[src/rtl/probe_pkg.sv]
// Shared types for the probe sweep controller: FSM state encoding and dwell width.
package probe_pkg;

  localparam int DWELL_W = 4;

  typedef enum logic [1:0] {
    IDLE,
    RST,
    SWEEP,
    DONE
  } state_t;

endpackage

[src/rtl/trace_fifo.sv]
// Synchronous trace FIFO with registered read port; a push while full is
// accepted only when a pop retires an entry on the same edge.
module trace_fifo #(
  parameter int DATA_W = 8,
  parameter int DEPTH  = 16
) (
  input  logic                       clk,
  input  logic                       rst,
  input  logic                       push,
  input  logic [DATA_W-1:0]          wr_data,
  input  logic                       pop,
  output logic [DATA_W-1:0]          rd_data,
  output logic                       rd_valid,
  output logic [$clog2(DEPTH):0]     count,
  output logic                       full,
  output logic                       empty
);

  localparam int AW = $clog2(DEPTH);

  logic [DATA_W-1:0] mem [DEPTH];
  logic [AW-1:0]     wptr;
  logic [AW-1:0]     rptr;
  logic              do_push;
  logic              do_pop;

  assign empty   = (count == '0);
  assign full    = (count == (AW+1)'(DEPTH));
  assign do_pop  = pop && !empty;
  assign do_push = push && (!full || do_pop);

  always_ff @(posedge clk or posedge rst) begin
    if (rst) begin
      wptr     <= '0;
      rptr     <= '0;
      count    <= '0;
      rd_data  <= '0;
      rd_valid <= 1'b0;
    end else begin
      rd_valid <= do_pop;
      if (do_pop) begin
        rd_data <= mem[rptr];
        rptr    <= rptr + AW'(1);
      end
      if (do_push) begin
        wptr <= wptr + AW'(1);
      end
      case ({do_push, do_pop})
        2'b10:   count <= count + (AW+1)'(1);
        2'b01:   count <= count - (AW+1)'(1);
        default: count <= count;
      endcase
    end
  end

  always_ff @(posedge clk) begin
    if (do_push) begin
      mem[wptr] <= wr_data;
    end
  end

endmodule

[src/rtl/probe_sweep_ctrl.sv]
// Bring-up controller: pulses the processor reset, sweeps an address range with
// a programmable dwell, and captures the probe bus into a trace FIFO.
module probe_sweep_ctrl
  import probe_pkg::*;
#(
  parameter int ADDR_W     = 8,
  parameter int DATA_W     = 8,
  parameter int DEPTH      = 16,
  parameter int RST_CYCLES = 1
) (
  input  logic                   clk,
  input  logic                   reset,
  input  logic                   start,
  input  logic [ADDR_W-1:0]      start_addr,
  input  logic [ADDR_W-1:0]      end_addr,
  input  logic [DWELL_W-1:0]     dwell,
  input  logic [DATA_W-1:0]      probe_data,
  output logic                   dut_reset,
  output logic [ADDR_W-1:0]      address,
  input  logic                   rd_en,
  output logic [DATA_W-1:0]      rd_data,
  output logic                   rd_valid,
  output logic [$clog2(DEPTH):0] count,
  output logic                   busy,
  output logic                   done,
  output logic                   overflow
);

  localparam int RCW = (RST_CYCLES > 1) ? $clog2(RST_CYCLES) : 1;

  state_t             state;
  state_t             state_next;
  logic [ADDR_W-1:0]  end_q;
  logic [DWELL_W-1:0] dwell_q;
  logic [DWELL_W-1:0] dwell_cnt;
  logic [RCW-1:0]     rst_cnt;
  logic               rst_last;
  logic               dwell_last;
  logic               capture;
  logic               fifo_full;
  logic               fifo_empty;
  logic               drop;

  assign rst_last   = (rst_cnt == RCW'(RST_CYCLES - 1));
  assign dwell_last = ((dwell_cnt + DWELL_W'(1)) == dwell_q);
  assign capture    = (state == SWEEP) && dwell_last;
  // A full FIFO still accepts the capture if a real pop frees a slot this edge.
  assign drop       = capture && fifo_full && !(rd_en && !fifo_empty);

  always_ff @(posedge clk or posedge reset) begin
    if (reset) begin
      state <= IDLE;
    end else begin
      state <= state_next;
    end
  end

  always_comb begin
    state_next = state;
    busy       = 1'b0;
    case (state)
      IDLE: begin
        if (start) state_next = RST;
      end
      RST: begin
        busy = 1'b1;
        if (rst_last) state_next = SWEEP;
      end
      SWEEP: begin
        busy = 1'b1;
        if (dwell_last && (address == end_q)) state_next = DONE;
      end
      DONE: begin
        state_next = IDLE;
      end
      default: state_next = IDLE;
    endcase
  end

  always_ff @(posedge clk or posedge reset) begin
    if (reset) begin
      dut_reset <= 1'b1;
      address   <= '0;
      end_q     <= '0;
      dwell_q   <= DWELL_W'(1);
      dwell_cnt <= '0;
      rst_cnt   <= '0;
      done      <= 1'b0;
      overflow  <= 1'b0;
    end else begin
      done <= 1'b0;
      case (state)
        IDLE: begin
          dut_reset <= 1'b0;
          if (start) begin
            address   <= start_addr;
            end_q     <= end_addr;
            dwell_q   <= (dwell == '0) ? DWELL_W'(1) : dwell;
            dut_reset <= 1'b1;
            rst_cnt   <= '0;
            overflow  <= 1'b0;
          end
        end
        RST: begin
          rst_cnt <= rst_cnt + RCW'(1);
          if (rst_last) begin
            dut_reset <= 1'b0;
            dwell_cnt <= '0;
          end
        end
        SWEEP: begin
          if (dwell_last) begin
            dwell_cnt <= '0;
            if (address == end_q) begin
              done <= 1'b1;
            end else begin
              address <= address + ADDR_W'(1);
            end
          end else begin
            dwell_cnt <= dwell_cnt + DWELL_W'(1);
          end
          if (drop) overflow <= 1'b1;
        end
        default: ;
      endcase
    end
  end

  trace_fifo #(
    .DATA_W(DATA_W),
    .DEPTH (DEPTH)
  ) u_fifo (
    .clk     (clk),
    .rst     (reset),
    .push    (capture),
    .wr_data (probe_data),
    .pop     (rd_en),
    .rd_data (rd_data),
    .rd_valid(rd_valid),
    .count   (count),
    .full    (fifo_full),
    .empty   (fifo_empty)
  );

endmodule

[config.mk]
export PLATFORM = sky130hd
export DESIGN_NAME = probe_sweep_ctrl
export DESIGN_NICKNAME = d
export VERILOG_FILES = /design/src/rtl/probe_pkg.sv /design/src/rtl/trace_fifo.sv /design/src/rtl/probe_sweep_ctrl.sv
export SDC_FILE = /design/constraint.sdc
export NUM_CORES = 1
export LEC_CHECK = 0
export CORE_MARGIN = 1.5
export CORE_UTILIZATION = 49
export CTS_CLUSTER_DIAMETER = 80
export DETAILED_ROUTE_END_ITERATION = 8
export DONT_BUFFER_PORTS = 1
export GPL_ROUTABILITY_DRIVEN = 0
export PLACE_DENSITY = 0.66
export SYNTH_ARGS = -nofsm -noshare
export SYNTH_HDL_FRONTEND = slang
export SYNTH_SLANG_ARGS = --single-unit
[constraint.sdc]
create_clock -name clk -period 3.3 [get_ports clk]
set_input_delay 0.33 -clock clk [delete_from_list [all_inputs] [get_ports clk]]
set_output_delay 0.33 -clock clk [all_outputs]
set_load 0.05 [all_outputs]
Word-level counts from Yosys, hierarchy flattened:

Memory sizes are Yosys's and may differ from the RTL's. A register that Yosys moved wholly into a read port is not among the register bits.
Index checks and enable logic that the tools add are counted.

* memories: 1
* memory bits (writable): 128
* logic and storage cells: 86
* bits in registers: 44

* reductions and logical operators: 25
* muxes and demuxes: 26
* $add $sub $neg: 7
* equality and inequality tests: 14

Memory list
* u_fifo.mem: depth 16, width 8, read ports 1, clocked after Yosys merged registers in 1, wr ports 1, line trace_fifo.sv:21 `logic [DATA_W-1:0] mem [DEPTH];`

Operators by type and width (count)
* 8-bit two-way mux: 3
* 8-bit one-hot mux with 2 select lines: 1
* 4-bit by 1-bit adder with 4-bit output, second input constant: 3
* 4-bit two-way mux: 3
* 1-bit two-way mux: 10
* 2-bit != test, second input constant: 5
* 5-bit one-hot mux with 2 select lines: 1
* 8-bit by 1-bit adder with 8-bit output, second input constant: 1
* 8-bit == test: 1
* 2-bit one-hot mux with 4 select lines: 1
* 4-bit one-hot mux with 2 select lines: 1
* 2-bit AND reduction: 4
* 2-bit nonzero test: 4
* 2-bit == test, second input constant: 3
* 1-bit logical AND: 6
* 2-bit two-way mux: 3
* 1-bit one-hot mux with 2 select lines: 3
* 3-bit AND reduction: 2
* 5-bit by 1-bit adder with 5-bit output, second input constant: 1
* 5-bit == test, second input constant: 1
* 5-bit logical NOT: 1
* 5-bit by 1-bit subtractor with 5-bit output, second input constant: 1
* 2-bit by 1-bit == test with 1-bit output, second input constant: 2
* 4-bit == test: 1
* 8 further kinds: 10

Logic depth before layout (Yosys ltp):

* word-level depth: 7
* mapped depth: 14

Cells and area by module:

A second synthesis with hierarchy kept.

* cells, all modules: 485
* area total of the unflattened synthesis: 7791.2 um^2

Modules (own cells, without submodules)
* trace_fifo: times used 1, area each 6013.3 um^2, cells each 312
* probe_sweep_ctrl: times used 1, area each 1778.0 um^2, cells each 173

Least setup slack after synthesis:

No wires, ideal clock.

* path kind: register to register
* start: register u_fifo.count[1]
* end: register u_fifo.count[4]
* required time: 3.154 ns
* stages on the path, launching flop included: 15
* arrival: 3.179 ns
* setup slack: -0.025 ns
* cell sequence: dfrtp_1 buf_2 or4_1 o21ai_2 inv_2 buf_2 ha_1 clkbuf_1 xor2_1 ha_1 o211ai_1 a21oi_1 a31oi_1 nor2_1 xor2_1

* cells in the longest elaborated chain, start to end: 7

Ends and longest elaborated chain
* start: declaration: line trace_fifo.sv:14 `output logic [$clog2(DEPTH):0] count,`
* start signal: assignment: line trace_fifo.sv:49 `2'b10: count <= count + (AW+1)'(1);`
* start signal: assignment: line trace_fifo.sv:50 `2'b01: count <= count - (AW+1)'(1);`
* start signal: assignment: line trace_fifo.sv:51 `default: count <= count;`
* 5-bit logical NOT (*): line trace_fifo.sv:27 `assign empty = (count == '0);`
* 1-bit logical NOT (*): line trace_fifo.sv:29 `assign do_pop = pop && !empty;`
* 1-bit logical AND (*): line trace_fifo.sv:29
* via u_fifo.do_pop: line trace_fifo.sv:25 `logic do_pop;`
* 1-bit logical OR: line trace_fifo.sv:30 `assign do_push = push && (!full || do_pop);`
* 1-bit logical AND: line trace_fifo.sv:30
* 2-bit by 1-bit == test with 1-bit output or 2-bit == test (tied branches): line trace_fifo.sv:48 `case ({do_push, do_pop})`
* 5-bit one-hot mux with 2 select lines or 2-bit nonzero test (tied branches)

The timed path passes the listed nets; every way through them passes the cells marked *.
A chain may end at the register's enable or synchronous reset.

Final worst setup path:

* start: register dwell_cnt[0]
* end: register u_fifo.count[4]

* cells in the longest elaborated chain, start to end: 6

Ends and longest elaborated chain
* start: declaration: line probe_sweep_ctrl.sv:35 `logic [DWELL_W-1:0] dwell_cnt;`
* start signal: assignment: line probe_sweep_ctrl.sv:120 `dwell_cnt <= dwell_cnt + DWELL_W'(1);`
* 4-bit by 1-bit adder with 4-bit output (*): line probe_sweep_ctrl.sv:45 `assign dwell_last = ((dwell_cnt + DWELL_W'(1)) == dwell_q);`
* 4-bit == test (*): line probe_sweep_ctrl.sv:45
* 1-bit logical AND (*): line probe_sweep_ctrl.sv:46 `assign capture = (state == SWEEP) && dwell_last;`
* 1-bit logical AND (*): line trace_fifo.sv:30
* 2-bit by 1-bit == test with 1-bit output or 2-bit == test (tied branches): line trace_fifo.sv:48
* 5-bit one-hot mux with 2 select lines or 2-bit nonzero test (tied branches)

Every way passes the cells marked *; elsewhere a longest branch is shown, timed or not.

==> out/qor.csv <==
stage,metric,value,unit
grt,grt_use_met2,0.3326,
setup_path,critPathLaunch,dwell_cnt[0],
sta,finClkSkew,0.01002,ns
pwr,seqPwrFrac,0.434,
sta,slew_viol_final,0,
logic_synthesis,synthArstFlopShare,0.2889,
grt,track_usage,0.2079,
sta,tightestPinTransition,0.7092,ns
logic_synthesis,yosysUniqueCellTypes,57,
setup_path,r2r_cells,13,
setup_path,crit_type,reg2reg,
sta,final.setup.tns,0,ns
logic_synthesis,yosysWarningCount,0,
setup_path,critical_path_arrival,3.23,ns
floorplan,initial_utilization,0.5083,
logic_synthesis,ys_ff_latch,180,
cts,htree_levels,4,
drt,firstDrtPassIters,5,
sta,finalCritPeriodShare,0.8929,
cells_and_area,register_area,5151,sq um
logic_synthesis,synth.avg_cell_area,15.32,sq um
sta,slew_headroom,0.5272,
drt,num_vias,4438,
pwr,cellPowerDensity,902.7,nW/um^2
floorplan,dieHeight,129.3,microns
setup_path,worstReg2RegStart,dwell_cnt[0],
logic_synthesis,syn_inst,510,
sta,clock.fmax,339.4,MHz
grt,grt_pass1_vias,4485,
drt,routed_wl,16230,microns
setup_path,end_kind,flop,
cts,clk_latency,0.43,ns
drt,wire_per_inst,21.29,microns
worst_hold_path,hold_depth,1,
drt,first_iter_violations,372,
sta,hold_viol,0,
cts,cts_tree,built,
cells_and_area,multiInputGateArea,2517,sq um
sta,min_period,2.947,ns
grt,overflow,0,
pwr,switching_share,0.3714,
cts,cts.sink_count,180,
cts,cts_buffers,17,
sta,setup_slack,0.3534,ns
setup_path,cp.required,3.59,ns
setup_path,reg2reg_slack,0.35,ns
logic_synthesis,synth-edff-count,128,
grt,gr-usage-met3,0.05780,
setup_path,crit_path_start_kind,flop,
grt,grt_start_max_net_pins,29,
placement,port_buffers,0,
pwr,power_switching,0.002955,W
sta,finalSetupViolCount,0,
worst_hold_path,hold_end,end_q[6],
grt,top_usage_layer,met2,
placement,dp_slack,0.3839,ns
cells_and_area,drive_above_1_share,0.2218,
drt,routed_via_density,5.824,
placement,dp_hpwl,10850,microns
floorplan,die_w,129.3,microns
grt,antenna_found_initial,1,
cells_and_area,nNetsFinal,583,
worst_hold_path,min_path_type,in2reg,
grt,grtUsageMet1,0.2705,
pwr,vdd_ir_drop_max,0.0006856,V
sta,rsz0062_at_grt,false,
cells_and_area,area_delta_synth_final,12.81,%
cts,post_cts_buffers,0,
grt,grt_pass1_wl,25230,microns
cells_and_area,utilization,0.5734,
logic_synthesis,synthesis.area,7812,sq um
floorplan,fp.coreArea,15370,sq um
pwr,p_leak,3.100,nW
worst_hold_path,holdCritStartpoint,end_addr[6],
logic_synthesis,synth_nets,556,
cts,cts-root-buf,clkbuf_16,
pwr,clockPowerShare,0.246,
logic_synthesis,yosysSeqAreaShare,0.6589,
logic_synthesis,synth_ff_type,edfxtp_1,
status,status,"complete, no violations",
drt,drcViolationCount,0,
cells_and_area,fillers,1187,
cts,clock_path_buffers,2,
setup_path,reg2reg_to,u_fifo.count[4],
flow_run,max-cap-violations,0,
setup_path,path_max_fanout,8,
cts,clk_pin_slew,0.06,ns
floorplan,design.die.area,16710,sq um
pwr,internal-power,0.005001,W
pwr,pwr-share-comb,0.320,
floorplan,pin_count,58,
floorplan,rows,45,
drt,ant_nets,0,
## through the flow
| step | instance area (sq um) | cells | power, W | hold WS [ns] |
|---|---|---|---|---|
| 3_5_place_dp | 8150 | 720 | 0.006035 | 0.3543 |
| 5_1_grt | 8813 | 762 | 0.008360 | 0.03164 |
| 4_1_cts | 8811 | 761 | 0.008012 | 0.02839 |
| 2_1_floorplan | 7814 | 510 | 0.005363 | 0.4289 |
| 6_report | 8813 | 762 | 0.007956 | 0.04899 |
| 3_3_place_gp | 8150 | 720 | 0.005963 | 0.3483 |
## cell type report
type,instances,share of cell area
diodes,1,0.0002839
clock inverters,13,0.01562
clock buffers,19,0.04912
repair buffers,32,0.02981
multi-input cells,294,0.2856
inverters,12,0.005111
well taps,211,0.02995
flip-flops and latches,180,0.5845
## synthesized netlist by cell type (all sizes together), types with 2 or more instances
cell / count / area [sq um]
mux2i: 10 / 100.1
o211ai: 4 / 30.03
nand3: 8 / 45.04
clkbuf: 11 / 41.29
nor4: 4 / 25.02
nand2b: 4 / 25.02
xnor2: 11 / 103.9
nand2: 38 / 145.1
a211oi: 2 / 15.01
xor2: 15 / 131.4
dfrtp: 50 / 1251
o311ai: 2 / 17.52
nor2: 23 / 86.33
a311oi: 2 / 17.52
mux2: 28 / 315.3
nor3b: 6 / 45.04
nor3: 6 / 35.03
ha: 14 / 175.2
or4: 4 / 30.03
edfxtp: 128 / 3844
and3: 4 / 25.02
dfstp: 2 / 52.55
a21oi: 5 / 25.02
a31oi: 19 / 118.9
buf: 13 / 61.31
nand4: 5 / 31.28
o221ai: 6 / 52.55
inv: 12 / 45.05
and2: 14 / 87.58
o21ai: 16 / 91.34
mux4: 25 / 563.0
## critical path, stage by stage, from the launching register on
cell and delay (ns):
dfrtp_1 0.44, ha_1 0.35, xnor2_1 0.18, nand3_1 0.15
nor3_2 0.20, inv_1 0.11, ha_1 0.30, xor2_1 0.18
ha_1 0.23, o211ai_1 0.19, a21oi_1 0.09, a31oi_1 0.15
nor2_1 0.07, xor2_1 0.14
## registers in the layout (all words and copies together), names as in the netlist
signal	count
u_fifo.mem	128
end_q	8
u_fifo.count	5
state	2
address	8
dwell_q	4
dut_reset	1
dwell_cnt	4
rst_cnt	1
u_fifo.rd_data	8
done	1
u_fifo.rd_valid	1
u_fifo.wptr	4
overflow	1
u_fifo.rptr	4
## power groups by stage
stage                     clock (W)  sequential, W  combinational [W]
after detailed placement          0        0.00351            0.00253
after global placement            0        0.00349            0.00247
after global routing        0.00206        0.00351            0.00279
after floorplan                   0        0.00344            0.00192
final                       0.00195        0.00345            0.00255
after CTS                   0.00198        0.00346            0.00257
## kinds of logic after synthesis
kind of cell | share of synthesized area
xor+xnor | 0.03299
flops | 0.6589
mux | 0.1252
fa+ha+maj | 0.02242
compound gates | 0.05878
buf+inv | 0.01890
simple gates | 0.08280
## layout by cell type, fill, tap and decap left out, types with 6 or more instances in the layout
cell type      Yosys  routed
edfxtp_1         128     128
o221ai_1           6       6
xnor2_1           10      10
clkbuf_16          0      17
xor2_1            15      15
mux4_2            25      25
nand2_1           37      37
dfrtp_1           50      47
ha_1              14      14
dlygate4sd3_1      0       9
inv_1             10       9
mux2_2            28      28
nor3b_1            6       6
a31oi_1           19      19
o21ai_0           13      13
nand3_1            7       7
mux2i_1           10      10
and2_1            14      14
buf_4              0      23
nor2_1            23      23
## metal layers
metal | up-vias | share of wire
met1 | 2237 | 0.42
li1 | 2024 | -
met5 | - | 0
met2 | 152 | 0.49
met4 | 0 | 0.019
met3 | 25 | 0.065
## how the worst max path moves through the flow
stage | slack, ns | endpoint | depth (start not counted)
floorplan | 0.005 | u_fifo.count[4] | 14
global placement | 0.48 | u_fifo.count[4] | 13
global route | 0.01 | u_fifo.count[4] | 13
finish | 0.35 | u_fifo.count[4] | 13
CTS | 0.36 | u_fifo.count[4] | 13
detailed placement | 0.38 | u_fifo.count[4] | 13
## repair_timing
item	4_1_cts	5_1_grt
resized for setup	0	0
hold buffers	9	0
hold endpoints to repair	155	0
(Power assumes the default switching activity.)
